[src/rtl/ctrl_pkg.sv]
// ctrl_pkg: shared definitions for the multi-cycle RV32I sequencer.
//   - state_t   : 4-bit FSM state encoding (also exported on the debug port)
//   - OP_*      : RV32I major opcodes recognised by DECODE
//   - ALU_*, SRCA_*, SRCB_*, M2R_* : datapath mux / ALU control encodings
//   - ctrl_t    : bundle of every control output driven by the sequencer
package ctrl_pkg;

  typedef enum logic [3:0] {
    S_FETCH    = 4'd0,
    S_DECODE   = 4'd1,
    S_EXEC_R   = 4'd2,
    S_EXEC_I   = 4'd3,
    S_MEM_ADDR = 4'd4,
    S_MEM_RD   = 4'd5,
    S_MEM_WR   = 4'd6,
    S_WB_ALU   = 4'd7,
    S_WB_MEM   = 4'd8,
    S_BRANCH   = 4'd9,
    S_JAL      = 4'd10,
    S_JALR     = 4'd11,
    S_FAULT    = 4'd12
  } state_t;

  localparam logic [6:0] OP_R     = 7'b0110011;
  localparam logic [6:0] OP_I     = 7'b0010011;
  localparam logic [6:0] OP_LOAD  = 7'b0000011;
  localparam logic [6:0] OP_STORE = 7'b0100011;
  localparam logic [6:0] OP_BR    = 7'b1100011;
  localparam logic [6:0] OP_JAL   = 7'b1101111;
  localparam logic [6:0] OP_JALR  = 7'b1100111;

  localparam logic [1:0] ALU_ADD   = 2'b00;
  localparam logic [1:0] ALU_SUB   = 2'b01;
  localparam logic [1:0] ALU_FUNCT = 2'b10;

  localparam logic [1:0] SRCA_PC    = 2'b00;
  localparam logic [1:0] SRCA_RS1   = 2'b01;
  localparam logic [1:0] SRCA_OLDPC = 2'b10;

  localparam logic [1:0] SRCB_RS2  = 2'b00;
  localparam logic [1:0] SRCB_FOUR = 2'b01;
  localparam logic [1:0] SRCB_IMM  = 2'b10;

  localparam logic [1:0] M2R_ALUOUT = 2'b00;
  localparam logic [1:0] M2R_MDR    = 2'b01;
  localparam logic [1:0] M2R_PC4    = 2'b10;

  typedef struct packed {
    logic       pc_write;
    logic       ir_write;
    logic       mem_read;
    logic       mem_write;
    logic       reg_write;
    logic [1:0] alu_src_a;
    logic [1:0] alu_src_b;
    logic [1:0] aluop;
    logic [1:0] mem_to_reg;
    logic       pc_src;
    logic       fault;
  } ctrl_t;

endpackage

[src/rtl/multicycle_ctrl_if.sv]
// multicycle_ctrl_if: sequencer <-> datapath signal bundle.
//   master (sequencer): in  opcode[7], br_taken, mem_ready
//                       out pc_write, ir_write, mem_read, mem_write, reg_write,
//                           alu_src_a[2], alu_src_b[2], aluop[2], mem_to_reg[2],
//                           pc_src, fault, state[4]
//   slave  (datapath/memory side): the mirror image.
interface multicycle_ctrl_if;
  logic [6:0] opcode;
  logic       br_taken;
  logic       mem_ready;
  logic       pc_write;
  logic       ir_write;
  logic       mem_read;
  logic       mem_write;
  logic       reg_write;
  logic [1:0] alu_src_a;
  logic [1:0] alu_src_b;
  logic [1:0] aluop;
  logic [1:0] mem_to_reg;
  logic       pc_src;
  logic       fault;
  logic [3:0] state;

  modport master (
    input  opcode, br_taken, mem_ready,
    output pc_write, ir_write, mem_read, mem_write, reg_write,
           alu_src_a, alu_src_b, aluop, mem_to_reg, pc_src, fault, state
  );

  modport slave (
    output opcode, br_taken, mem_ready,
    input  pc_write, ir_write, mem_read, mem_write, reg_write,
           alu_src_a, alu_src_b, aluop, mem_to_reg, pc_src, fault, state
  );
endinterface

[src/rtl/mem_wait_timer.sv]
// mem_wait_timer: 8-bit memory wait counter.
//   clk, rst_n : clock, asynchronous active-low reset
//   clear      : zero the count (asserted on every state change)
//   tick       : a memory state is waiting this cycle (mem_ready low)
//   expired    : this wait cycle is the TIMEOUT_CYCLES-th in a row
module mem_wait_timer #(
  parameter int unsigned TIMEOUT_CYCLES = 255
) (
  input  logic clk,
  input  logic rst_n,
  input  logic clear,
  input  logic tick,
  output logic expired
);

  logic [7:0] count;

  always_ff @(posedge clk or negedge rst_n) begin
    if (!rst_n) begin
      count <= 8'd0;
    end else if (clear) begin
      count <= 8'd0;
    end else if (tick) begin
      count <= count + 8'd1;
    end
  end

  // count holds the waits already seen, so the current one is the last allowed
  assign expired = tick && (count == 8'(TIMEOUT_CYCLES - 1));

endmodule

[src/rtl/multicycle_ctrl.sv]
// multicycle_ctrl: multi-cycle sequencer for the RV32I datapath.
//   clk   : rising-edge clock
//   rst_n : asynchronous active-low reset
//   bus   : multicycle_ctrl_if.master (opcode/br_taken/mem_ready in,
//           mux selects, write enables, fault and debug state out)
// Build option: define CTRL_TIMEOUT_EN to fault after TIMEOUT_CYCLES
// consecutive memory wait cycles; otherwise memory states wait forever.
module multicycle_ctrl
  import ctrl_pkg::*;
#(
  parameter int unsigned TIMEOUT_CYCLES = 255
) (
  input  logic        clk,
  input  logic        rst_n,
  multicycle_ctrl_if.master bus
);

  state_t state_q, state_d;
  ctrl_t  ctrl, ctrl_o;
  logic   run;
  logic   expired;

  // run is low during reset and until the first edge after release, which
  // blanks every output and freezes the FSM in FETCH for that window
  always_ff @(posedge clk or negedge rst_n) begin
    if (!rst_n) begin
      run     <= 1'b0;
      state_q <= S_FETCH;
    end else begin
      run <= 1'b1;
      if (run) state_q <= state_d;
    end
  end

  always_comb begin
    ctrl    = '0;
    state_d = state_q;
    case (state_q)
      S_FETCH: begin
        ctrl.mem_read  = 1'b1;
        ctrl.alu_src_a = SRCA_PC;
        ctrl.alu_src_b = SRCB_FOUR;
        ctrl.aluop     = ALU_ADD;
        ctrl.ir_write  = bus.mem_ready;
        ctrl.pc_write  = bus.mem_ready;
        if (bus.mem_ready) state_d = S_DECODE;
        else if (expired)  state_d = S_FAULT;
      end
      S_DECODE: begin
        ctrl.alu_src_a = SRCA_OLDPC;
        ctrl.alu_src_b = SRCB_IMM;
        ctrl.aluop     = ALU_ADD;
        case (bus.opcode)
          OP_R:              state_d = S_EXEC_R;
          OP_I:              state_d = S_EXEC_I;
          OP_LOAD, OP_STORE: state_d = S_MEM_ADDR;
          OP_BR:             state_d = S_BRANCH;
          OP_JAL:            state_d = S_JAL;
          OP_JALR:           state_d = S_JALR;
          default:           state_d = S_FAULT;
        endcase
      end
      S_EXEC_R: begin
        ctrl.alu_src_a = SRCA_RS1;
        ctrl.alu_src_b = SRCB_RS2;
        ctrl.aluop     = ALU_FUNCT;
        state_d        = S_WB_ALU;
      end
      S_EXEC_I: begin
        ctrl.alu_src_a = SRCA_RS1;
        ctrl.alu_src_b = SRCB_IMM;
        ctrl.aluop     = ALU_FUNCT;
        state_d        = S_WB_ALU;
      end
      S_WB_ALU: begin
        ctrl.reg_write  = 1'b1;
        ctrl.mem_to_reg = M2R_ALUOUT;
        state_d         = S_FETCH;
      end
      S_MEM_ADDR: begin
        ctrl.alu_src_a = SRCA_RS1;
        ctrl.alu_src_b = SRCB_IMM;
        ctrl.aluop     = ALU_ADD;
        state_d        = (bus.opcode == OP_STORE) ? S_MEM_WR : S_MEM_RD;
      end
      S_MEM_RD: begin
        ctrl.mem_read = 1'b1;
        if (bus.mem_ready) state_d = S_WB_MEM;
        else if (expired)  state_d = S_FAULT;
      end
      S_WB_MEM: begin
        ctrl.reg_write  = 1'b1;
        ctrl.mem_to_reg = M2R_MDR;
        state_d         = S_FETCH;
      end
      S_MEM_WR: begin
        ctrl.mem_write = 1'b1;
        if (bus.mem_ready) state_d = S_FETCH;
        else if (expired)  state_d = S_FAULT;
      end
      S_BRANCH: begin
        ctrl.alu_src_a = SRCA_RS1;
        ctrl.alu_src_b = SRCB_RS2;
        ctrl.aluop     = ALU_SUB;
        ctrl.pc_src    = 1'b1;
        ctrl.pc_write  = bus.br_taken;
        state_d        = S_FETCH;
      end
      S_JAL: begin
        ctrl.reg_write  = 1'b1;
        ctrl.mem_to_reg = M2R_PC4;
        ctrl.pc_src     = 1'b1;
        ctrl.pc_write   = 1'b1;
        state_d         = S_FETCH;
      end
      S_JALR: begin
        ctrl.alu_src_a  = SRCA_RS1;
        ctrl.alu_src_b  = SRCB_IMM;
        ctrl.aluop      = ALU_ADD;
        ctrl.pc_write   = 1'b1;
        ctrl.reg_write  = 1'b1;
        ctrl.mem_to_reg = M2R_PC4;
        state_d         = S_FETCH;
      end
      S_FAULT: begin
        ctrl.fault = 1'b1;
      end
      default: begin
        state_d = S_FAULT;
      end
    endcase
  end

`ifdef CTRL_TIMEOUT_EN
  logic tick, clear;

  assign tick  = run && !bus.mem_ready &&
                 (state_q == S_FETCH || state_q == S_MEM_RD || state_q == S_MEM_WR);
  // any state change is an entry into a new state, so clearing on change
  // restarts the count for every memory access
  assign clear = !run || (state_d != state_q);

  mem_wait_timer #(
    .TIMEOUT_CYCLES(TIMEOUT_CYCLES)
  ) u_timer (
    .clk    (clk),
    .rst_n  (rst_n),
    .clear  (clear),
    .tick   (tick),
    .expired(expired)
  );
`else
  logic [7:0] unused_timeout;
  assign unused_timeout = 8'(TIMEOUT_CYCLES);
  assign expired        = 1'b0;
`endif

  assign ctrl_o = run ? ctrl : '0;

  assign bus.pc_write   = ctrl_o.pc_write;
  assign bus.ir_write   = ctrl_o.ir_write;
  assign bus.mem_read   = ctrl_o.mem_read;
  assign bus.mem_write  = ctrl_o.mem_write;
  assign bus.reg_write  = ctrl_o.reg_write;
  assign bus.alu_src_a  = ctrl_o.alu_src_a;
  assign bus.alu_src_b  = ctrl_o.alu_src_b;
  assign bus.aluop      = ctrl_o.aluop;
  assign bus.mem_to_reg = ctrl_o.mem_to_reg;
  assign bus.pc_src     = ctrl_o.pc_src;
  assign bus.fault      = ctrl_o.fault;
  assign bus.state      = state_q;

endmodule

[src/flat_wrapper.sv]
// flat-port wrapper written by rule: the top's interface ports become plain ports
module multicycle_ctrl_flat import ctrl_pkg::*;
#(
  parameter int unsigned TIMEOUT_CYCLES = 255
)
  (clk, rst_n, bus_opcode, bus_br_taken, bus_mem_ready, bus_pc_write, bus_ir_write, bus_mem_read, bus_mem_write, bus_reg_write, bus_alu_src_a, bus_alu_src_b, bus_aluop, bus_mem_to_reg, bus_pc_src, bus_fault, bus_state);
  multicycle_ctrl_if bus_i ();
  input  logic clk;
  input  logic rst_n;
  input wire logic [$bits(bus_i.opcode)-1:0] bus_opcode;
  input wire logic [$bits(bus_i.br_taken)-1:0] bus_br_taken;
  input wire logic [$bits(bus_i.mem_ready)-1:0] bus_mem_ready;
  output wire logic [$bits(bus_i.pc_write)-1:0] bus_pc_write;
  output wire logic [$bits(bus_i.ir_write)-1:0] bus_ir_write;
  output wire logic [$bits(bus_i.mem_read)-1:0] bus_mem_read;
  output wire logic [$bits(bus_i.mem_write)-1:0] bus_mem_write;
  output wire logic [$bits(bus_i.reg_write)-1:0] bus_reg_write;
  output wire logic [$bits(bus_i.alu_src_a)-1:0] bus_alu_src_a;
  output wire logic [$bits(bus_i.alu_src_b)-1:0] bus_alu_src_b;
  output wire logic [$bits(bus_i.aluop)-1:0] bus_aluop;
  output wire logic [$bits(bus_i.mem_to_reg)-1:0] bus_mem_to_reg;
  output wire logic [$bits(bus_i.pc_src)-1:0] bus_pc_src;
  output wire logic [$bits(bus_i.fault)-1:0] bus_fault;
  output wire logic [$bits(bus_i.state)-1:0] bus_state;
  assign bus_i.opcode = bus_opcode;
  assign bus_i.br_taken = bus_br_taken;
  assign bus_i.mem_ready = bus_mem_ready;
  assign bus_pc_write = bus_i.pc_write;
  assign bus_ir_write = bus_i.ir_write;
  assign bus_mem_read = bus_i.mem_read;
  assign bus_mem_write = bus_i.mem_write;
  assign bus_reg_write = bus_i.reg_write;
  assign bus_alu_src_a = bus_i.alu_src_a;
  assign bus_alu_src_b = bus_i.alu_src_b;
  assign bus_aluop = bus_i.aluop;
  assign bus_mem_to_reg = bus_i.mem_to_reg;
  assign bus_pc_src = bus_i.pc_src;
  assign bus_fault = bus_i.fault;
  assign bus_state = bus_i.state;
  multicycle_ctrl #(.TIMEOUT_CYCLES(TIMEOUT_CYCLES)) u_core (.clk(clk), .rst_n(rst_n), .bus(bus_i));
endmodule
[config.mk]
export PLATFORM = sky130hd
export DESIGN_NAME = multicycle_ctrl_flat
export DESIGN_NICKNAME = d
export VERILOG_FILES = /design/src/rtl/ctrl_pkg.sv /design/src/rtl/multicycle_ctrl_if.sv /design/src/rtl/mem_wait_timer.sv /design/src/rtl/multicycle_ctrl.sv /design/src/flat_wrapper.sv
export SDC_FILE = /design/constraint.sdc
export NUM_CORES = 1
export LEC_CHECK = 0
export CAP_MARGIN = 20
export CORE_UTILIZATION = 37
export CTS_BUF_LIST = sky130_fd_sc_hd__clkbuf_16
export DETAILED_ROUTE_END_ITERATION = 10
export PLACE_DENSITY = 0.85
export SLEW_MARGIN = 5
export SYNTH_ARGS = -nofsm -noshare
export SYNTH_HDL_FRONTEND = slang
export SYNTH_SLANG_ARGS = --single-unit
[constraint.sdc]
create_clock -name clk -period 1.3 [get_ports clk]
set_input_delay 0.26 -clock clk [delete_from_list [all_inputs] [get_ports clk]]
set_output_delay 0.26 -clock clk [all_outputs]
set_load 0.01 [all_outputs]
==> flow_summary.json, run 1 <==
{
  "cts.sinks": 5,
  "cts_resized": 108,
  "cts_buffers": 3,
  "ios": 30,
  "post-cts-setup-buffers": 22,
  "ys_seq_elements": 5,
  "synthCells": 93,
  "post-place-ws_ns": -0.601,
  "gp_congestion": 0.960,
  "lastStage": "clock tree synthesis (4_1_cts)",
  "ctsHoldBuffers": 0,
  "postPlaceCellArea_mm2": 0.00128,
  "yosysSeqAreaShare": 0.188,
  "cts_root_buf": "clkbuf_16",
  "synth_top_area_frac": 0.188,
  "die_h_um": 44.5,
  "ctsHtreeMaxLevel": 1,
  "yosysUniqueCellTypes": 42,
  "stop_error": "[ERROR DPL-0033] detailed placement checks failed during check placement.",
  "syn-num-nets": 104,
  "rows": 14,
  "initial_core_util": 0.418,
  "syn_area_per_cell_um2": 7.17,
  "synth_area_leaders": "dfrtp_1 (19%), a21oi_1 (4.5%), nand2_1 (3.9%)",
  "die_x_um": 44.5,
  "ys_warn_count": 0,
  "clk_path_buf_depth": 2,
  "synth_area_leader_cell": "dfrtp_1",
  "status": "aborted with a tool error",
  "hpwl_um": 1910,
  "syn-cell-area_um2": 667,
  "numPortBuffers": 29
}
==> cell usage after synthesis <==
cell,instances
nand2_1,7
nor2_1,7
a21oi_1,6
dfrtp_1,5
buf_2,4
nor2b_1,4
nor3_1,4
o21ai_0,4
o21ai_1,4
inv_1,3
nand2b_1,3
o21a_1,3
a31oi_1,2
and2_1,2
and3_1,2
buf_4,2
nand3_1,2
nor4_1,2
nor4b_1,2
o22ai_1,2
o31ai_1,2
a22o_1,1
a22oi_1,1
a32o_1,1
a32oi_1,1
a41oi_1,1
and2b_1,1
and3b_1,1
buf_6,1
clkbuf_1,1
conb_1,1
inv_2,1
mux2i_1,1
nand3b_1,1
nand4b_1,1
nor4b_4,1
o2111ai_1,1
o211a_1,1
o41ai_1,1
or2_1,1
or3_1,1
xor2_1,1
==> cell families after synthesis <==
kind of cell | count (synthesis) | share of synthesized area
buffers and inverters | 12 | 0.0975
other | 1 | 0.00562
and+or+nand+nor | 42 | 0.375
AOI/OAI and AO/OA | 31 | 0.306
muxes | 1 | 0.0150
DFF | 5 | 0.188
xor gates and xnor gates | 1 | 0.0131
==> through the flow <==
step | std cells | util
floorplan | 93 | -
global placement | 172 | 0.801
detailed placement | 172 | 0.801
==> inputs of run 2 (changes only) <==
CORE_AREA = 2 2 63 65   (was default)
CORE_UTILIZATION = default   (was 37)
CTS_BUF_LIST = default   (was sky130_fd_sc_hd__clkbuf_16)
DIE_AREA = 0 0 65 67   (was default)
PLACE_DENSITY = default   (was 0.85)
PLACE_DENSITY_LB_ADDON = 0.15   (was default)
clock period = 1.7 ns   (was 1.3 ns; I/O delays follow)
==> flow_summary.json, run 2 <==
{
  "grt_pass1_wl_um": 4050,
  "path_cells": "buf_12, nor4b_4, buf_4, o21a_1, buf_2",
  "clk_path_buf_depth": 2,
  "antenna_found_initial": 0,
  "cap_viol_max_count": 0,
  "sequentialPowerShare": 0.104,
  "ys_warn_count": 0,
  "clk_pin_slew_ns": 0.04,
  "cp-end-kind": "output pin",
  "min_period_ns": 1.81,
  "slowest_stage": "dfrtp_1",
  "yosysSeqAreaShare": 0.188,
  "finClkSkew_ns": 0.00211,
  "grt_util_met3": 0.0169,
  "regToRegSetupSlack_ns": -0.04,
  "drive_gt1_frac": 0.533,
  "holdCritPathClass": "in2async",
  "timing.final.ws_setup_ns": -0.109,
  "fin_cells": 213,
  "cts_tree": "yes",
  "critPathBufInv": 3,
  "place_inst": 195,
  "use_met2": 0.224,
  "internal_power_mw": 1.18,
  "hpwl_um": 1990,
  "synth_area_leaders": "dfrtp_1 (19%), a21oi_1 (4.5%), nand2_1 (3.9%)",
  "final_cell_mix": "buf_4 (39), clkdlybuf4s50_1 (10), buf_2 (10)",
  "initial_core_util": 0.185,
  "cp-start-kind": "flip-flop",
  "final_common_cell": "buf_4",
  "yosys-top-cells-count": "nand2_1 (7), nor2_1 (7), a21oi_1 (6)",
  "pwr-share-comb": 0.784,
  "critPathTopFamily": "buffers and inverters",
  "syn-cell-area_um2": 667,
  "yosysUniqueCellTypes": 42,
  "fin_crit_sh": 1.06,
  "num_vias": 1008,
  "die_x_um": 65,
  "p_leak_nw": 0.670,
  "crit_type": "reg2out",
  "rows": 22,
  "gp_congestion": 0.834,
  "drtAntennaViolNets": 0,
  "ctsHoldBuffers": 0,
  "ctsHtreeMaxLevel": 1,
  "peakVddDrop_uv": 282,
  "grt_pass1_vias": 901,
  "clock_latency_ns": 0.22,
  "syn-num-nets": 104,
  "critical_path_depth": 5,
  "worstPathMaxFanout": 9,
  "gr-usage-met1": 0.137,
  "grt_setup_unrepaired": "true",
  "worst_r2r_path_depth": 8,
  "die_h_um": 67,
  "holdWs_ns": 0.348,
  "synth-main-ff-cell": "dfrtp_1",
  "pwr-share-clk": 0.112,
  "crit_arrival_ns": 1.47,
  "core-area_mm2": 0.00361,
  "setup_viol": 4,
  "nets": 177,
  "grt-ovfl-total": 0,
  "power.density_mw_per_mm2": 1370,
  "total_power_mw": 1.97,
  "reg2reg_from": "u_core.bus.state[2]",
  "slew_viol_final": 0,
  "cts_root_buf": "clkbuf_8",
  "status": "finished with violations",
  "die-area_mm2": 0.00436,
  "crit_required_ns": 1.36,
  "synth_area_leader_cell": "dfrtp_1",
  "cts.sinks": 5,
  "dr.pass1.iters": 4,
  "swShare": 0.402,
  "post-place-ws_ns": -0.283,
  "synthCells": 93,
  "async_flop_share": 1.00,
  "max_freq_ghz": 0.553,
  "ys_seq_elements": 5,
  "viasPerCell": 4.73,
  "num-fill-cells": 395,
  "synthToLayoutAreaGrowth_pct": 115,
  "largest_reg_flops": 4,
  "track_usage": 0.119,
  "drt-total-wl_um": 2710,
  "antenna_cells": 0,
  "r2r-end": "u_core.bus.state[0]",
  "drtIter0Drc": 13,
  "hold_violations": 0,
  "numPortBuffers": 29,
  "synth_top_area_frac": 0.188,
  "wire_per_inst_um": 12.7,
  "critPathCapture": "bus_alu_src_a[0]",
  "violations": "setup timing",
  "max_stage_delay_ns": 0.40,
  "drc_errors": 0,
  "synth-edff-count": 0,
  "ios": 30,
  "cts_buffers": 3,
  "startpoint": "u_core.bus.state[0]",
  "power.switching_mw": 0.790,
  "grt_max_degree": 14,
  "syn_area_per_cell_um2": 7.17,
  "grt.busiest_layer": "met2"
}
## run 2: kinds of logic (layout without fill, tap and decap cells)
| family | after synthesis | after routing | share of synthesized area |
|---|---|---|---|
| other | 1 | 1 | 0.00562 |
| DFF | 5 | 5 | 0.188 |
| and+or+nand+nor | 42 | 42 | 0.375 |
| muxes | 1 | 1 | 0.0150 |
| xor gates and xnor gates | 1 | 1 | 0.0131 |
| buffers and inverters | 12 | 84 | 0.0975 |
| AOI/OAI and AO/OA | 31 | 31 | 0.306 |
## run 2: worst min-delay path by stage
stage	startpoint	endpoint	slack (ns)	depth (start not counted)
3_3_place_gp	rst_n	u_core.run	0.59	1
2_1_floorplan	rst_n	u_core.bus.state[0]	0.04	0
6_report	rst_n	u_core.run	0.35	1
3_5_place_dp	rst_n	u_core.run	0.58	1
5_1_grt	rst_n	u_core.bus.state[1]	0.37	1
4_1_cts	rst_n	u_core.run	0.35	1
## run 2: metrics by stage
step                      TNS, ns  area, µm²   util
after floorplan                 0        667      -
after global placement      -2.38       1240  0.344
after detailed placement    -2.44       1240  0.344
after CTS                  -0.258       1320  0.366
after global routing       -0.585       1430  0.397
final                      -0.269       1430  0.397
## run 2: power groups by stage
stage | Sequential, mW | Combinational (mW) | Clock [mW]
after floorplan | 0.201 | 0.583 | 0
after global placement | 0.216 | 1.18 | 0
after detailed placement | 0.218 | 1.18 | 0
after CTS | 0.201 | 1.30 | 0.222
after global routing | 0.210 | 1.66 | 0.234
final | 0.205 | 1.54 | 0.220
## run 2: timing repair
item / 4_1_cts / 5_1_grt
buffers inserted: 7 / 8
gates resized for setup: 57 / 36
gates cloned: 0 / 0
pin swaps: 5 / 11
endpoints found under the setup margin: 19 / 16
## run 2: layer usage
metal,share of wire,up-vias
met5,0,-
met1,0.42,482
met3,0.041,7
li1,-,488
met2,0.51,31
met4,0.020,0
## run 2: area by class of cell
| cell class | count | area, µm² | share of cell area |
|---|---|---|---|
| Timing Repair Buffer | 76 | 617 | 0.431 |
| Multi-Input combinational cell | 76 | 566 | 0.395 |
| Sequential cell | 5 | 128 | 0.0891 |
| Tap cell | 48 | 60.1 | 0.0419 |
| Clock buffer | 4 | 45.0 | 0.0314 |
| Inverter | 4 | 17.5 | 0.0122 |
Note: power is estimated with default switching activity, not from simulation.
